--- src/rtl/quad_eval_arbiter.sv ---
// quad_eval_arbiter: round-robin arbiter feeding an external quadratic datapath,
// tracking in-flight operations with a tag pipeline and a drain/halt control.
module quad_eval_arbiter #(
    parameter int LATENCY = 2
) (
    input  logic        clk,
    input  logic        rst_n,
    input  logic [3:0]  req,
    input  logic [31:0] req_a,
    input  logic [31:0] req_x,
    input  logic [31:0] req_b,
    input  logic [31:0] req_c,
    input  logic        drain,
    output logic [3:0]  gnt,
    output logic [7:0]  dp_a,
    output logic [7:0]  dp_x,
    output logic [7:0]  dp_b,
    output logic [7:0]  dp_c,
    input  logic [15:0] dp_result,
    output logic        rsp_valid,
    output logic [1:0]  rsp_id,
    output logic [15:0] rsp_data,
    output logic        idle
);
    typedef enum logic [1:0] {RUN, DRAIN, HALT} state_t;
    state_t state;
    logic [1:0] ptr, win, gid;
    logic hit, issue;
    logic [LATENCY-1:0] tv;
    logic [1:0] tid [LATENCY];
    logic [2:0] cnt, cnt_nxt;
    // scan from ptr+3 down to ptr so the last hit is the first in rotation order
    always_comb begin
        hit = 1'b0;
        win = ptr;
        for (int j = 3; j >= 0; j--) begin
            if (req[ptr + 2'(j)]) begin
                hit = 1'b1;
                win = ptr + 2'(j);
            end
        end
    end
    assign issue   = hit && state == RUN && !drain;
    assign cnt_nxt = cnt + 3'(|gnt) - 3'(rsp_valid);
    assign idle    = cnt == '0 && gnt == '0;
    always_ff @(posedge clk or negedge rst_n) begin
        if (!rst_n) begin
            state     <= RUN;
            ptr       <= '0;
            gid       <= '0;
            gnt       <= '0;
            dp_a      <= '0;
            dp_x      <= '0;
            dp_b      <= '0;
            dp_c      <= '0;
            tv        <= '0;
            for (int j = 0; j < LATENCY; j++) tid[j] <= '0;
            rsp_valid <= 1'b0;
            rsp_id    <= '0;
            rsp_data  <= '0;
            cnt       <= '0;
        end else begin
            gnt  <= issue ? 4'b0001 << win : 4'b0000;
            dp_a <= issue ? req_a[{win, 3'b000} +: 8] : 8'h00;
            dp_x <= issue ? req_x[{win, 3'b000} +: 8] : 8'h00;
            dp_b <= issue ? req_b[{win, 3'b000} +: 8] : 8'h00;
            dp_c <= issue ? req_c[{win, 3'b000} +: 8] : 8'h00;
            if (issue) begin
                ptr <= win + 2'd1;
                gid <= win;
            end
            tv[0]  <= |gnt;
            tid[0] <= gid;
            for (int j = 1; j < LATENCY; j++) begin
                tv[j]  <= tv[j-1];
                tid[j] <= tid[j-1];
            end
            rsp_valid <= tv[LATENCY-1];
            if (tv[LATENCY-1]) begin
                rsp_id   <= tid[LATENCY-1];
                rsp_data <= dp_result;
            end
            cnt   <= cnt_nxt;
            state <= drain ? (cnt_nxt != '0 ? DRAIN : HALT) : RUN;
        end
    end
endmodule

--- config.mk ---
export PLATFORM = sky130hd
export DESIGN_NAME = quad_eval_arbiter
export DESIGN_NICKNAME = d
export VERILOG_FILES = /design/src/rtl/quad_eval_arbiter.sv
export SDC_FILE = /design/constraint.sdc
export NUM_CORES = 1
export LEC_CHECK = 0
export CAP_MARGIN = 40
export CELL_PAD_IN_SITES_DETAIL_PLACEMENT = 0
export CELL_PAD_IN_SITES_GLOBAL_PLACEMENT = 1
export CORE_MARGIN = 3
export CORE_UTILIZATION = 46
export CTS_BUF_LIST = sky130_fd_sc_hd__clkbuf_16
export DETAILED_ROUTE_END_ITERATION = 10
export DONT_BUFFER_PORTS = 1
export GPL_TIMING_DRIVEN = 1
export HOLD_SLACK_MARGIN = 0.08
export PLACE_DENSITY_LB_ADDON = 0.1
export SLEW_MARGIN = 25
export SYNTH_ARGS = -nofsm -noshare
export SYNTH_HDL_FRONTEND = slang
export SYNTH_SLANG_ARGS = --single-unit
--- constraint.sdc ---
create_clock -name clk -period 2.6 [get_ports clk]
set_input_delay 0.52 -clock clk [delete_from_list [all_inputs] [get_ports clk]]
set_output_delay 0.52 -clock clk [all_outputs]
set_load 0.05 [all_outputs]
[Word level (Yosys, flattened, before mapping)]
Cells that the tools add are included.
Cells by class
  reduce and logical (&&, ||, !) cells: 9
  add/sub/neg operators: 6
  mux-type cells: 23
  magnitude comparators: 4
  shift operators: 5
Operators by type and width (number)
  $shiftx A32 B6 Y8: 4
  $mux W8: 4
  $lt A2 B3 Y1 const B: 4
  $mux W2: 6
  $bmux W1 S2: 4
  $mux W1: 8
  $add A2 B1 Y2 const B: 2
  $add A2 B2 Y2 const B: 2
  $logic_not A4 Y1: 1
  $mux W4: 1
  $reduce_or A4 Y1: 1
  $shl A1 B2 Y4 const A: 1
  $add A3 B1 Y3: 1
  $logic_and A1 B1 Y1: 3
  $logic_not A3 Y1: 1
  $reduce_bool A3 Y1: 1
  $sub A3 B1 Y3: 1
  $logic_not A2 Y1: 1
  $logic_not A1 Y1: 1
Word-level totals
  register bits after elaboration: 70
  logic and storage cells: 62

[Longest topological paths before layout]
  depth in word-level cells: 10
  depth in mapped cells: 8
  depth with buffers taken out: 7

[Worst setup path after synthesis]
No wires, ideal clock.
  path kind: register to output
  start: register gnt[1]
  end: output idle
  required time: 2.080 ns
  buffers on the path: 0
  stages on the path, launching flop included: 4
  setup slack: -0.539 ns
  arrival: 2.619 ns
  path through: dfrtp_1 -> nor4_1 -> inv_1 -> nor4_1
On the way
  cells in the longest elaborated chain, start to end: 2
Ends and longest elaborated chain
  from (decl): line 14  | output logic [3:0] gnt,
  from (signal assigned): line 63  | gnt <= issue ? 4'b0001 << win : 4'b0000;
  $logic_not A4 Y1: line 45  | assign idle = cnt == '0 && gnt == '0;
  $logic_and A1 B1 Y1: line 45
  to (decl): line 23  | output logic idle
Every way passes these cells.

[Worst setup path after layout]
Ends and elaborated chain as after synthesis.

==> impl_metrics.json <==
{
  "status": "finished, final reports clean",
  "syn_to_final_growth_pct": 13.8,
  "grt_setup_unrepaired": "no",
  "dp_cells": 331,
  "multi_input_area_sq_um": 1380,
  "powerDensity_nw_per_um2": 1490,
  "min_path_type": "primary input to asynchronous set/reset pin",
  "startpoint_type": "flop",
  "drive_above_1_share": 0.200,
  "grt_pass1_wl_mm": 11.3,
  "p_sw_frac": 0.461,
  "final_cell_mix": "dfrtp_1 (70), mux2i_1 (64), o22ai_1 (32), mux2_2 (19), clkbuf_16 (9)",
  "grt_start_max_net_pins": 71,
  "rows": 29,
  "seq_area_sq_um": 1750,
  "n_antenna_cell": 0,
  "synth_fp_nets": 401,
  "hold_viol_final": 0,
  "drt_wl_total_mm": 7.25,
  "clk_pin_slew_ps": 60,
  "cp.arrival_ps": 1760,
  "fin_crit_sh": 0.876,
  "drt_first_pass_iters": 4,
  "synth.distinct_cells": 30,
  "syn_avg_cell_area_sq_um": 13.3,
  "synth_seq_area_share": 0.541,
  "post-cts-setup-buffer-count": 0,
  "fp.dieW_um": 89.9,
  "setup-tns-final_ps": 0,
  "crit_start": "gnt[1]$_DFF_PN0_",
  "worstSetupPathType": "flop to primary output",
  "cts_sinks": 70,
  "clockRootBuffer": "clkbuf_16",
  "io_pins": 207,
  "max_freq_mhz": 439,
  "seqPwrFrac": 0.516,
  "peakVddDrop_v": 0.000736,
  "synthesis.area_sq_um": 3240,
  "rr_worst_depth": 7,
  "drv_cap": 0,
  "required_ps": 2080,
  "layout_setup_ws_ps": 324,
  "leakage_nw": 1.74,
  "routabilityCongestion": 0.734,
  "die_area_sq_um": 8080,
  "nFillCells": 532,
  "start_util": 0.493,
  "grt_use_total": 0.179,
  "cts_tree": "done",
  "min_period_ps": 2280,
  "syn_inst": 244,
  "end_kind": "primary output",
  "worstSetupEndpoint": "idle",
  "tightest_slew_ps": 684,
  "internal-power_mw": 2.96,
  "maxSlewHeadroom": 0.544,
  "wl_per_cell_um": 20.8,
  "setup_violations": 0,
  "power.switching_mw": 2.53,
  "portBuffers": 0,
  "p_comb_frac": 0.261,
  "fin_skew_ps": 5.49,
  "grt_pass1_vias": 2209,
  "ys_warn_count": 0,
  "place_ws_ps": 441,
  "num_vias": 1990,
  "final_common_cell": "dfrtp_1",
  "clockPowerShare": 0.223,
  "drtIter0Drc": 60,
  "instances_no_fill": 348,
  "crit_path_top_delay_cell": "nor4_1",
  "drc": 0,
  "rrSetupSlack_ps": 450,
  "postRouteAntennaNets": 0,
  "insertion_delay_ps": 320,
  "grt_overflow": 0,
  "fp.dieH_um": 89.9,
  "dpl.hpwl_mm": 5.44,
  "finalNetCount": 407,
  "r2r-start": "gnt[1]$_DFF_PN0_",
  "max_stage_delay_ps": 490,
  "slew_viol_final": 0,
  "grt_antenna_before_repair": 0,
  "core_sq_um": 6570,
  "critPathMaxFanout": 3,
  "synth_seq_cells": 70,
  "numCtsBuffers": 9,
  "cts_htree_levels": 3,
  "routed_via_density": 5.72,
  "timing.critical_path.cells": "nor4_1 -> inv_1 -> nor4_2 -> buf_4",
  "cts_buffer_depth": 2,
  "r2r-end": "state[1]$_DFF_PN0_"
}
metrics by stage:
step            util  area (sq um)  power, mW  hold slack, ps
2_1_floorplan      -          3240       4.02             224
3_3_place_gp   0.510          3350       4.22             226
3_5_place_dp   0.510          3350       4.30             226
4_1_cts        0.561          3680       5.57            90.1
5_1_grt        0.561          3680       5.80            93.4
6_report       0.561          3680       5.49            83.2
power by group through the flow:
stage          Combinational [mW]  Clock (mW)  Sequential, mW
5_1_grt                      1.59        1.32            2.89
3_5_place_dp                 1.44           0            2.87
4_1_cts                      1.47        1.26            2.85
6_report                     1.43        1.23            2.83
3_3_place_gp                 1.37           0            2.86
2_1_floorplan                1.22           0            2.80
area by class of cell:
cell class | count | area share
flip-flops and latches | 70 | 0.476
multi-input cells | 154 | 0.375
clock buffers | 9 | 0.0612
well taps | 93 | 0.0316
repair buffers | 10 | 0.0292
clock inverters | 7 | 0.0217
inverters | 5 | 0.00510
worst min path at each step:
stage          start                       to  slack (ps)  depth (start not counted)
5_1_grt        rst_n  rsp_data[8]$_DFFE_PN0P_          90                          1
4_1_cts        rst_n  rsp_data[8]$_DFFE_PN0P_          90                          1
3_5_place_dp   rst_n  rsp_data[8]$_DFFE_PN0P_         230                          0
2_1_floorplan  rst_n         cnt[0]$_DFF_PN0_         220                          0
6_report       rst_n  rsp_data[4]$_DFFE_PN0P_          80                          1
3_3_place_gp   rst_n  rsp_data[6]$_DFFE_PN0P_         230                          0
critical path: cells and delay by family (launching register included):
family | cells | cell delay, ps
buffers and inverters | 2 | 380
flip-flops | 1 | 380
AND/OR/NAND/NOR | 2 | 670
registers in the layout, indices dropped and copies added, names as in the netlist:
| register | count |
|---|---|
| rsp_id | 2 |
| gid | 2 |
| dp_b | 8 |
| cnt | 3 |
| tid | 4 |
| rsp_data | 16 |
| gnt | 4 |
| rsp_valid | 1 |
| state | 2 |
| ptr | 2 |
| tv | 2 |
| dp_c | 8 |
| dp_a | 8 |
| dp_x | 8 |
metal layers:
layer  GRT usage  up-vias  wire length (um)
met2       0.331      128              3920
met4      0.0740        0                93
met5           0        -                 0
li1            -      913                 -
met1       0.175      943              2470
met3      0.0735        6               760
synthesized netlist by cell type:
master	number	area, sq um
fa_1	1	20.0
nor4_4	1	21.3
clkbuf_1	3	11.3
inv_1	4	15.0
buf_1	1	3.75
and2_1	5	31.3
mux2i_1	64	641
nand3b_1	1	7.51
mux2_2	19	214
xnor2_1	2	17.5
mux2_1	1	11.3
o21ai_1	3	15.0
nand2_1	3	11.3
nor3_1	1	5.00
nand2b_1	1	6.26
dfrtp_1	70	1750
a2bb2oi_1	1	8.76
ha_1	5	62.6
o22ai_1	32	200
or3_1	1	6.26
nand4b_1	1	8.76
o21a_1	1	7.51
nand2_2	2	12.5
buf_2	7	35.0
o221a_2	1	11.3
buf_6	4	45.0
nor2b_1	4	25.0
xor2_1	1	8.76
inv_2	1	3.75
nor4_1	3	18.8
cell families (layout without fill, tap and decap cells):
logic type               after synthesis  count (layout)  share of synthesized area
buffers and inverters                 20              31                     0.0352
flip-flops                            70              70                      0.541
adder cells (fa/ha/maj)                6               6                     0.0255
AO/OA/AOI/OAI                         38              38                     0.0750
AND/OR/NAND/NOR                       23              23                     0.0475
XOR/XNOR                               3               3                    0.00812
multiplexers                          84              84                      0.267
repair_timing:
| item | 4_1_cts | 5_1_grt |
|---|---|---|
| hold buffers | 1 | 0 |
| endpoints found under the hold margin | 70 | 0 |
| resized for setup | 0 | 0 |
Note: power is estimated with default switching activity, not from simulation.
